$ cat src/rtl/gfx_pkg.sv
// Shared vertex/triangle types and cull-mode constants for the geometry front end.
package gfx_pkg;

    localparam int VTX_W = 9;

    localparam int CULL_NONE  = 0;
    localparam int CULL_DEGEN = 1;
    localparam int CULL_BACK  = 2;

    typedef struct packed {
        logic [VTX_W-1:0] x;
        logic [VTX_W-1:0] y;
        logic [VTX_W-1:0] z;
    } vertex_t;

    // Index 0 is the first vertex received, index 2 the last.
    typedef vertex_t [2:0] tri_t;

    typedef enum logic [1:0] {
        ST_COLLECT = 2'd0,
        ST_FLUSH   = 2'd1,
        ST_DONE    = 2'd2
    } asm_state_e;

endpackage

$ cat src/rtl/tri_assembler_if.sv
// Vertex stream in from tri_proj and triangle stream out to the rasterizer.
interface tri_assembler_if;
    import gfx_pkg::*;

    logic                    valid_in;
    logic [VTX_W-1:0]        x_in;
    logic [VTX_W-1:0]        y_in;
    logic [VTX_W-1:0]        z_in;
    logic                    obj_done_in;
    logic                    tri_ready_in;

    logic [2:0][VTX_W-1:0]   vert1_out;
    logic [2:0][VTX_W-1:0]   vert2_out;
    logic [2:0][VTX_W-1:0]   vert3_out;
    logic                    valid_tri_out;
    logic                    obj_done_out;
    logic                    overflow_out;
    logic                    partial_out;
    logic [15:0]             tri_count_out;

    modport slave (
        input  valid_in, x_in, y_in, z_in, obj_done_in, tri_ready_in,
        output vert1_out, vert2_out, vert3_out, valid_tri_out,
               obj_done_out, overflow_out, partial_out, tri_count_out
    );

    modport master (
        output valid_in, x_in, y_in, z_in, obj_done_in, tri_ready_in,
        input  vert1_out, vert2_out, vert3_out, valid_tri_out,
               obj_done_out, overflow_out, partial_out, tri_count_out
    );

endinterface

$ cat src/rtl/tri_fifo.sv
// First-word-fall-through triangle FIFO; a write into a full FIFO succeeds only
// when a read frees a slot in the same cycle.
module tri_fifo
    import gfx_pkg::*;
#(
    parameter int DEPTH = 4
) (
    input  logic clk_i,
    input  logic rst_i,
    input  logic wr_en_i,
    input  tri_t wr_data_i,
    output logic wr_ok_o,
    input  logic rd_en_i,
    output tri_t rd_data_o,
    output logic full_o,
    output logic empty_o
);

    localparam int AW = (DEPTH > 1) ? $clog2(DEPTH) : 1;
    localparam logic [AW:0] FULL_CNT = (AW+1)'(DEPTH);

    tri_t          mem_q [DEPTH];
    logic [AW-1:0] wr_ptr_q, wr_ptr_d;
    logic [AW-1:0] rd_ptr_q, rd_ptr_d;
    logic [AW:0]   cnt_q, cnt_d;
    logic          do_rd;

    assign empty_o = (cnt_q == '0);
    assign full_o  = (cnt_q == FULL_CNT);
    assign do_rd   = rd_en_i && !empty_o;
    assign wr_ok_o = wr_en_i && (!full_o || do_rd);

    // The head reads as zero when empty so idle outputs never show stale data.
    assign rd_data_o = empty_o ? '0 : mem_q[rd_ptr_q];

    always_comb begin
        wr_ptr_d = wr_ptr_q;
        rd_ptr_d = rd_ptr_q;
        if (wr_ok_o) wr_ptr_d = wr_ptr_q + AW'(1);
        if (do_rd)   rd_ptr_d = rd_ptr_q + AW'(1);
        cnt_d = cnt_q + (AW+1)'(wr_ok_o) - (AW+1)'(do_rd);
    end

    always_ff @(posedge clk_i) begin
        if (rst_i) begin
            wr_ptr_q <= '0;
            rd_ptr_q <= '0;
            cnt_q    <= '0;
        end else begin
            wr_ptr_q <= wr_ptr_d;
            rd_ptr_q <= rd_ptr_d;
            cnt_q    <= cnt_d;
        end
    end

    always_ff @(posedge clk_i) begin
        if (wr_ok_o) mem_q[wr_ptr_q] <= wr_data_i;
    end

endmodule

$ cat src/rtl/tri_assembler.sv
// Groups projected vertices into triangles, culls them by signed screen area and
// queues survivors for the rasterizer; end-of-object is released once all drains.
module tri_assembler
    import gfx_pkg::*;
#(
    parameter int DEPTH     = 4,
    parameter int CULL_MODE = 1
) (
    input  logic           clk_in,
    input  logic           rst_in,
    tri_assembler_if.slave bus
);

    function automatic logic signed [9:0] vdiff(input logic [VTX_W-1:0] a,
                                                input logic [VTX_W-1:0] b);
        return $signed({1'b0, a}) - $signed({1'b0, b});
    endfunction

    vertex_t            vtx_in;
    vertex_t            slot_q [2];
    logic [1:0]         v_idx_q, v_idx_d;
    logic               tri_done;
    tri_t               new_tri;

    logic               s1_vld_q;
    tri_t               s1_tri_q;
    logic signed [9:0]  s1_dx2_q, s1_dy2_q, s1_dx3_q, s1_dy3_q;
    logic               s2_vld_q;
    tri_t               s2_tri_q;
    logic signed [20:0] s2_area_q, area_d;
    logic               keep;

    logic               wr_en, wr_ok, pop, fifo_full, fifo_empty;
    tri_t               head;

    asm_state_e         state_q, state_d;
    logic               pend_q, pend_d;
    logic               partial_q, partial_d;
    logic               overflow_q, overflow_d;
    logic [15:0]        cnt_q, cnt_d;

    assign vtx_in   = {bus.x_in, bus.y_in, bus.z_in};
    assign tri_done = bus.valid_in && (v_idx_q == 2'd2);
    assign new_tri  = {vtx_in, slot_q[1], slot_q[0]};

    always_ff @(posedge clk_in) begin
        if (bus.valid_in && (v_idx_q != 2'd2)) slot_q[v_idx_q[0]] <= vtx_in;
    end

    // S1: edge vectors relative to the first vertex
    always_ff @(posedge clk_in) begin
        if (tri_done) begin
            s1_tri_q <= new_tri;
            s1_dx2_q <= vdiff(slot_q[1].x, slot_q[0].x);
            s1_dy2_q <= vdiff(slot_q[1].y, slot_q[0].y);
            s1_dx3_q <= vdiff(vtx_in.x, slot_q[0].x);
            s1_dy3_q <= vdiff(vtx_in.y, slot_q[0].y);
        end
    end

    // S2: twice the signed area; positive means counter-clockwise
    assign area_d = 21'(s1_dx2_q) * 21'(s1_dy3_q) - 21'(s1_dy2_q) * 21'(s1_dx3_q);

    always_ff @(posedge clk_in) begin
        if (s1_vld_q) begin
            s2_tri_q  <= s1_tri_q;
            s2_area_q <= area_d;
        end
    end

    always_comb begin
        keep = 1'b1;
        if (CULL_MODE == CULL_DEGEN)     keep = (s2_area_q != '0);
        else if (CULL_MODE == CULL_BACK) keep = (s2_area_q > 0);
    end

    assign wr_en = s2_vld_q && keep;
    assign pop   = bus.tri_ready_in && !fifo_empty;

    tri_fifo #(.DEPTH(DEPTH)) u_fifo (
        .clk_i     (clk_in),
        .rst_i     (rst_in),
        .wr_en_i   (wr_en),
        .wr_data_i (s2_tri_q),
        .wr_ok_o   (wr_ok),
        .rd_en_i   (pop),
        .rd_data_o (head),
        .full_o    (fifo_full),
        .empty_o   (fifo_empty)
    );

    always_comb begin
        v_idx_d    = v_idx_q;
        state_d    = state_q;
        pend_d     = pend_q;
        partial_d  = partial_q;
        overflow_d = overflow_q | (wr_en && fifo_full && !pop);
        cnt_d      = cnt_q + 16'(wr_ok);

        if (bus.valid_in) v_idx_d = (v_idx_q == 2'd2) ? 2'd0 : v_idx_q + 2'd1;

        case (state_q)
            ST_COLLECT: begin
                if (bus.obj_done_in || pend_q) begin
                    state_d = ST_FLUSH;
                    pend_d  = 1'b0;
                    // An incomplete triangle at end-of-object is thrown away.
                    if (v_idx_d != 2'd0) begin
                        v_idx_d   = 2'd0;
                        partial_d = 1'b1;
                    end
                end
            end
            ST_FLUSH: begin
                if (bus.obj_done_in) pend_d = 1'b1;
                if (!s1_vld_q && !s2_vld_q && fifo_empty) state_d = ST_DONE;
            end
            ST_DONE: begin
                if (bus.obj_done_in) pend_d = 1'b1;
                state_d = ST_COLLECT;
                cnt_d   = 16'(wr_ok);
            end
            default: state_d = ST_COLLECT;
        endcase
    end

    always_ff @(posedge clk_in) begin
        if (rst_in) begin
            v_idx_q    <= 2'd0;
            s1_vld_q   <= 1'b0;
            s2_vld_q   <= 1'b0;
            state_q    <= ST_COLLECT;
            pend_q     <= 1'b0;
            partial_q  <= 1'b0;
            overflow_q <= 1'b0;
            cnt_q      <= '0;
        end else begin
            v_idx_q    <= v_idx_d;
            s1_vld_q   <= tri_done;
            s2_vld_q   <= s1_vld_q;
            state_q    <= state_d;
            pend_q     <= pend_d;
            partial_q  <= partial_d;
            overflow_q <= overflow_d;
            cnt_q      <= cnt_d;
        end
    end

    assign bus.vert1_out     = head[0];
    assign bus.vert2_out     = head[1];
    assign bus.vert3_out     = head[2];
    assign bus.valid_tri_out = !fifo_empty;
    assign bus.obj_done_out  = (state_q == ST_DONE);
    assign bus.overflow_out  = overflow_q;
    assign bus.partial_out   = partial_q;
    assign bus.tri_count_out = cnt_q;

endmodule

$ cat src/flat_wrapper.sv
// flat-port wrapper written by rule: the top's interface ports become plain ports
module tri_assembler_flat import gfx_pkg::*;
#(
    parameter int DEPTH     = 4,
    parameter int CULL_MODE = 1
)
  (clk_in, rst_in, bus_valid_in, bus_x_in, bus_y_in, bus_z_in, bus_obj_done_in, bus_tri_ready_in, bus_vert1_out, bus_vert2_out, bus_vert3_out, bus_valid_tri_out, bus_obj_done_out, bus_overflow_out, bus_partial_out, bus_tri_count_out);
  tri_assembler_if bus_i ();
  input  logic clk_in;
  input  logic rst_in;
  input wire logic [$bits(bus_i.valid_in)-1:0] bus_valid_in;
  input wire logic [$bits(bus_i.x_in)-1:0] bus_x_in;
  input wire logic [$bits(bus_i.y_in)-1:0] bus_y_in;
  input wire logic [$bits(bus_i.z_in)-1:0] bus_z_in;
  input wire logic [$bits(bus_i.obj_done_in)-1:0] bus_obj_done_in;
  input wire logic [$bits(bus_i.tri_ready_in)-1:0] bus_tri_ready_in;
  output wire logic [$bits(bus_i.vert1_out)-1:0] bus_vert1_out;
  output wire logic [$bits(bus_i.vert2_out)-1:0] bus_vert2_out;
  output wire logic [$bits(bus_i.vert3_out)-1:0] bus_vert3_out;
  output wire logic [$bits(bus_i.valid_tri_out)-1:0] bus_valid_tri_out;
  output wire logic [$bits(bus_i.obj_done_out)-1:0] bus_obj_done_out;
  output wire logic [$bits(bus_i.overflow_out)-1:0] bus_overflow_out;
  output wire logic [$bits(bus_i.partial_out)-1:0] bus_partial_out;
  output wire logic [$bits(bus_i.tri_count_out)-1:0] bus_tri_count_out;
  assign bus_i.valid_in = bus_valid_in;
  assign bus_i.x_in = bus_x_in;
  assign bus_i.y_in = bus_y_in;
  assign bus_i.z_in = bus_z_in;
  assign bus_i.obj_done_in = bus_obj_done_in;
  assign bus_i.tri_ready_in = bus_tri_ready_in;
  assign bus_vert1_out = bus_i.vert1_out;
  assign bus_vert2_out = bus_i.vert2_out;
  assign bus_vert3_out = bus_i.vert3_out;
  assign bus_valid_tri_out = bus_i.valid_tri_out;
  assign bus_obj_done_out = bus_i.obj_done_out;
  assign bus_overflow_out = bus_i.overflow_out;
  assign bus_partial_out = bus_i.partial_out;
  assign bus_tri_count_out = bus_i.tri_count_out;
  tri_assembler #(.DEPTH(DEPTH), .CULL_MODE(CULL_MODE)) u_core (.clk_in(clk_in), .rst_in(rst_in), .bus(bus_i));
endmodule
$ cat config.mk
export PLATFORM = sky130hd
export DESIGN_NAME = tri_assembler_flat
export DESIGN_NICKNAME = d
export VERILOG_FILES = /design/src/rtl/gfx_pkg.sv /design/src/rtl/tri_assembler_if.sv /design/src/rtl/tri_fifo.sv /design/src/rtl/tri_assembler.sv /design/src/flat_wrapper.sv
export SDC_FILE = /design/constraint.sdc
export NUM_CORES = 1
export LEC_CHECK = 0
export BUFFER_PORTS_ARGS = -buffer_cell sky130_fd_sc_hd__buf_2
export CAP_MARGIN = 10
export CORE_UTILIZATION = 60
export CTS_CLUSTER_SIZE = 40
export DETAILED_ROUTE_END_ITERATION = 16
export PLACE_DENSITY = 0.78
export SETUP_SLACK_MARGIN = 0.5
export SLEW_MARGIN = 30
export SYNTH_ARGS = -nofsm -noshare
export SYNTH_HDL_FRONTEND = slang
export SYNTH_HIERARCHICAL = 1
export SYNTH_SLANG_ARGS = --single-unit
export TNS_END_PERCENT = 1
$ cat constraint.sdc
create_clock -name clk_in -period 15.85 [get_ports clk_in]
set_clock_uncertainty 0.15 [all_clocks]
set_input_delay 1.585 -clock clk_in [delete_from_list [all_inputs] [get_ports clk_in]]
set_output_delay 1.585 -clock clk_in [all_outputs]
set_load 0.02 [all_outputs]
[After elaboration in Yosys (flattened, before gate mapping)]
Memories as Yosys holds them, arrays and structs flattened. A register that Yosys moved wholly into a read port is not among the register bits.
Cells that the tools add are included.
Word-level totals
  output and inout bits: 101
  memories: 2
  word-level logic and storage cells: 105
  latch bits: 0
  flip-flop bits (word level): 255
  bits in read-only memories: 0
  bits in writable memories: 378
Operators by class
  equal/unequal tests: 8
  div/mod/pow operators: 0
  bitwise logic cells: 1
  mux-type cells: 19
  $mul: 2
  $add $sub $neg: 11
  shift-type cells: 0
  $lt $le $gt $ge: 0
  reduce and logical (&&, ||, !) cells: 27
Memories
  u_core.u_fifo.mem_q: words 4, width 81, rd ports 1, clocked after Yosys merged registers in 1, wr ports 1, RTL line tri_fifo.sv:22  | tri_t mem_q [DEPTH];
  u_core.slot_q: words 2, width 27, rd ports 2, clocked after Yosys merged registers in 0, wr ports 1, RTL line tri_assembler.sv:20  | vertex_t slot_q [2];
Operator list (number)
  $mux W81: 1
  $mul A10 B10 Y20: 2
  $sub A9 B9 Y10: 4
  $reduce_bool A21 Y1: 1
  $sub A21 B21 Y21: 1
  $mux W2: 9
  $add A16 B1 Y16: 1
  $logic_and A1 B1 Y1: 10
  $mux W1: 7
  $add A2 B1 Y2 const B: 3
  $ne A2 B1 Y1 const B: 3
  $reduce_and A3 Y1: 2
  $logic_not A1 Y1: 5
  $eq A2 B2 Y1 const B: 2
  $pmux W2 S2: 1
  $reduce_bool A2 Y1: 2
  $reduce_or A2 Y1: 2
  $add A3 B1 Y3: 1
  $eq A3 B3 Y1 const B: 1
  $logic_not A3 Y1: 1
  $sub A3 B1 Y3: 1
  $eq A2 B1 Y1 const B: 1
  $logic_not A2 Y1: 1
  $logic_or A1 B1 Y1: 2
  other kinds (4): 4

[Depth between registers and ports, before layout]
  depth in word-level cells: 8
  gate-level depth with buffers: 25
  depth with buffers taken out: 23

[Hierarchy]
Netlist, hierarchy kept.
Modules (own cells, without submodules)
  tri_assembler: area an instance 19284.7 µm², seq. area each 8818.5 µm², instances 1, cells an instance 1507
  tri_fifo: area an instance 12753.5 µm², seq. area each 9909.5 µm², instances 1, cells an instance 564

[Worst setup path after synthesis]
No wires, ideal clock.
  path type: input to register
  start: input port bus_valid_in
  end: register u_core.s1_dx2_q[0], enable pin
  arrival time: 10.368 ns
  setup slack: 4.556 ns
  library setup time: 0.776 ns
  stages on the path: 2
  data required time: 14.924 ns
  cells stage by stage: inv_1 > nor3b_1
Between the ends
  cells in the longest elaborated chain, start to end: 1
RTL lines
  start, declared: RTL line flat_wrapper.sv:11  | input wire logic [$bits(bus_i.valid_in)-1:0] bus_valid_in;
  $logic_and A1 B1 Y1: RTL line tri_assembler.sv:43  | assign tri_done = bus.valid_in && (v_idx_q == 2'd2);
  via u_core.tri_done: RTL line tri_assembler.sv:22  | logic tri_done;
  end signal, assigned: RTL line tri_assembler.sv:54  | s1_dx2_q <= vdiff(slot_q[1].x, slot_q[0].x);
  end, declared: RTL line tri_assembler.sv:27  | logic signed [9:0] s1_dx2_q, s1_dy2_q, s1_dx3_q, s1_dy3_q;
The timed path passes the listed nets, and every way through them passes these cells.
A chain may end at the register's enable or synchronous reset.

[Worst setup path in the final report]
  start: register u_core.s1_dy2_q[9]
  end: register u_core.s2_area_q[20] (data pin)
Between the ends
  cells in the longest elaborated chain, start to end: 2
RTL lines
  start, declared: RTL line tri_assembler.sv:27
  start signal, assigned: RTL line tri_assembler.sv:55  | s1_dy2_q <= vdiff(slot_q[1].y, slot_q[0].y);
  $mul A10 B10 Y20: RTL line tri_assembler.sv:62  | assign area_d = 21'(s1_dx2_q) * 21'(s1_dy3_q) - 21'(s1_dy2_q) * 21'(s1_dx3_q);
  $sub A21 B21 Y21: RTL line tri_assembler.sv:62
  via u_core.area_d[20]: RTL line tri_assembler.sv:30  | logic signed [20:0] s2_area_q, area_d;
  end signal, assigned: RTL line tri_assembler.sv:67  | s2_area_q <= area_d;
  end, declared: RTL line tri_assembler.sv:30
The timed path passes the listed nets, and every way through them passes these cells.

==> impl_metrics.yaml <==
placement:
  placed_cells: 2843
  io_buffers: 132
  place_area_um2: 33390
  hpwl_mm: 42.04
  place_congestion: 0.8441
logic_synthesis:
  synthCells: 2071
  ys_seq_area_share_pct: 58.46
  syn_area_um2: 32040
  synthMuxAreaShare_pct: 5.866
  synth-seq-cells: 635
  synthSimpleGateAreaFrac_pct: 7.584
  synth_fp_nets: 2464
  synth_area_leaders: "edfxtp_1 56%, fa_1 14%, mux4_2 5.7%"
  synthDistinctLibCells: 61
  synth_edf_count: 601
  avgSynthCellArea_um2: 15.47
  synth_xor_area_share_pct: 1.668
  synth_top_family_by_area: "adder cells"
  synthAdderAreaFrac_pct: 19.53
  synthArstFlopShare_pct: 0
  synth_top_area_cell: "edfxtp_1"
  synth-compound-area-share_pct: 2.320
  synth_top_area_share_pct: 56.33
  synth_warnings: 6
  ys.flop_type: "edfxtp_1"
clocking:
  clk_path_buf_depth: 3
  post_cts_buffers: 0
  cts_made_buffers: 58
  cts_hold_buffers: 0
  cts_max_level: 2
  clock_latency_ns: 0.62
  cts_tree: "done"
  post_cts_resize_count: 0
  cts.reportedPaths.clkPinSlew_ns: 0.06
  cts-root-buf: "clkbuf_16"
  cts.sinks: 635
setup_path:
  cp.required_ns: 16.04
  end_kind: "register"
  worstSetupStartpointType: "register"
  ff2ff_setup_slack_ns: 9.00
  cp_max_fo: 10
  worstSetupPathType: "reg2reg"
  cp.arrival_ns: 7.03
global_route:
  overflow: 0
  gr-usage-all-layers_pct: 24.62
  grt_antenna_before_repair: 3
  grt_pass1_vias: 18080
  grt_pass1_wl_mm: 99.91
  grt_max_degree: 75
outcome:
  status: "finished clean"
min_path:
  worstHoldPathType: "reg2reg"
detailed_routing:
  via_count: 16640
  drc: 0
  vias_per_cell: 5.632
  drtPass1Iterations: 5
  ant_nets: 0
  wl_per_cell_um: 21.25
  wirelength_mm: 62.79
  drt_iter0_drc: 1039
die:
  io_pins: 133
  std_cell_rows: 84
  dieArea_um2: 54330
  die_height_um: 233.1
  start_util_pct: 60.84
  core_area_um2: 52660
  die_w_um: 233.1
pwr:
  ir_drop_mv: 0.1504
  power.leakage_nw: 13.59
  p_per_area_nw_per_um2: 125.3
sta:
  tightest_slew_ns: 0.9614
  final.setup.tns_ns: 0
  slew_headroom_pct: 35.91
  final.period_utilization_pct: 43.19
  hold_viol_final: 0
  rsz0062_at_grt: "no"
  whs_ns: 0.2511
  timing.fmax_mhz: 146.1
  period_needed_ns: 6.845
  slew_violations: 0
  setup_viol: 0
flow_run:
  maxCapViolations: 0
cells_and_area:
  fin_nets: 2609
  area_growth_syn_to_layout_pct: 10.38
  layout_commonest_cell: "edfxtp_1"
  final_area_um2: 35360
  final_cell_mix: "601 x edfxtp_1, 307 x inv_1, 232 x fa_1"
  utilization_pct: 67.16
  drive_above_1_share_pct: 14.66
  final_cells: 2955
-- power by group --
group / total (mW) / switching, mW / internal, mW
Sequential: 1.91 / 0.0125 / 1.90
Combinational: 1.10 / 0.630 / 0.475
Clock: 1.42 / 0.601 / 0.818
Total: 4.43 / 1.24 / 3.19
-- per-layer routing --
metal | up-vias | routed length [µm] | GRT usage, %
met5 | - | 12 | 0
met4 | 2 | 2207 | 9.150
met1 | 8539 | 24330 | 31.41
met2 | 561 | 32780 | 43.03
li1 | 7402 | - | -
met3 | 138 | 3455 | 3.418
-- cell usage after synthesis (2+ instances only) --
cell type and instances:
o31a_1 2, nor2b_1 100, o211ai_1 2, fa_1 232
a21boi_0 9, ha_1 129, o31ai_1 2, and2b_1 15
edfxtp_1 601, nand4_1 5, and3_1 2, nor3_1 14
or2_2 2, inv_1 307, or3_1 6, dfxtp_1 34
and2_1 107, nor3b_1 2, clkbuf_1 41, nand2_1 105
xnor2_1 37, a21oi_1 33, a31oi_1 5, o41ai_1 2
buf_6 9, nand3_1 6, xor2_1 24, nor4_1 4
mux4_2 81, o21a_1 7, buf_2 10, nand2b_1 14
nor2_1 54, o21ai_0 30, mux2i_1 3, a21o_1 10
-- final timing paths --
kind,from,to,depth (start not counted)
setup / recovery,u_core/s1_dy2_q[9]$_DFFE_PP_,u_core/s2_area_q[20]$_DFFE_PP_,18
hold / removal,u_core/s1_tri_q[36]$_DFFE_PP_,u_core/s2_tri_q[36]$_DFFE_PP_,0
setup reg to reg,u_core/s1_dy2_q[9]$_DFFE_PP_,u_core/s2_area_q[20]$_DFFE_PP_,18
hold reg to reg,u_core/s1_tri_q[36]$_DFFE_PP_,u_core/s2_tri_q[36]$_DFFE_PP_,0
-- flip-flops by register name, summed over array words and instances (netlist names), 2 cells and up, named ones only --
register,cells
u_core/bus.tri_count_out,16
u_core/s1_dx2_q,10
u_core/s1_dx3_q,10
u_core/s1_dy2_q,10
u_core/s1_dy3_q,10
u_core/s1_tri_q,81
u_core/s2_area_q,21
u_core/s2_tri_q,81
u_core/slot_q,54
u_core/state_q,2
u_core/u_fifo/cnt_q,3
u_core/u_fifo/mem_q,324
u_core/u_fifo/rd_ptr_q,2
u_core/u_fifo/wr_ptr_q,2
u_core/v_idx_q,2
-- logic make-up (layout without fill, tap and decap cells) --
group / count (synthesis) / count (layout)
AOI/OAI and AO/OA: 115 / 115
xor gates and xnor gates: 61 / 61
adders and majority gates: 361 / 361
buffers and inverters: 368 / 562
DFF: 635 / 635
muxes: 86 / 86
other: 0 / 2
and+or+nand+nor: 445 / 445
-- metrics by stage --
stage               power (mW)  worst slack [ns]
floorplan                2.798             4.556
global placement         3.000             9.274
detailed placement       3.045             9.072
CTS                      4.468             9.036
global route             4.673             8.641
finish                   4.432             9.005
-- critical path, cell delays in order, from the launching register on --
cell      delay, ns
edfxtp_1       0.56
nand2_1        0.33
inv_1          0.37
fa_1           0.51
fa_1           0.50
inv_1          0.05
fa_1           0.49
fa_1           0.57
fa_1           0.43
fa_1           0.51
inv_1          0.06
fa_1           0.49
inv_1          0.04
ha_1           0.33
nand3_1        0.13
a311oi_1       0.55
a211o_1        0.26
a31oi_1        0.11
xnor2_1        0.13
-- final cells by class --
class / instances / area [µm²]
clock inverters: 37 / 425.4
clock buffers: 72 / 1525
flip-flops and latches: 635 / 18740
repair buffers: 146 / 790.8
fillers: 3456 / 17290
diodes: 2 / 5.005
multi-input cells: 1068 / 11870
well taps: 688 / 860.8
inverters: 307 / 1152
Power figures use the tool's default switching activity.
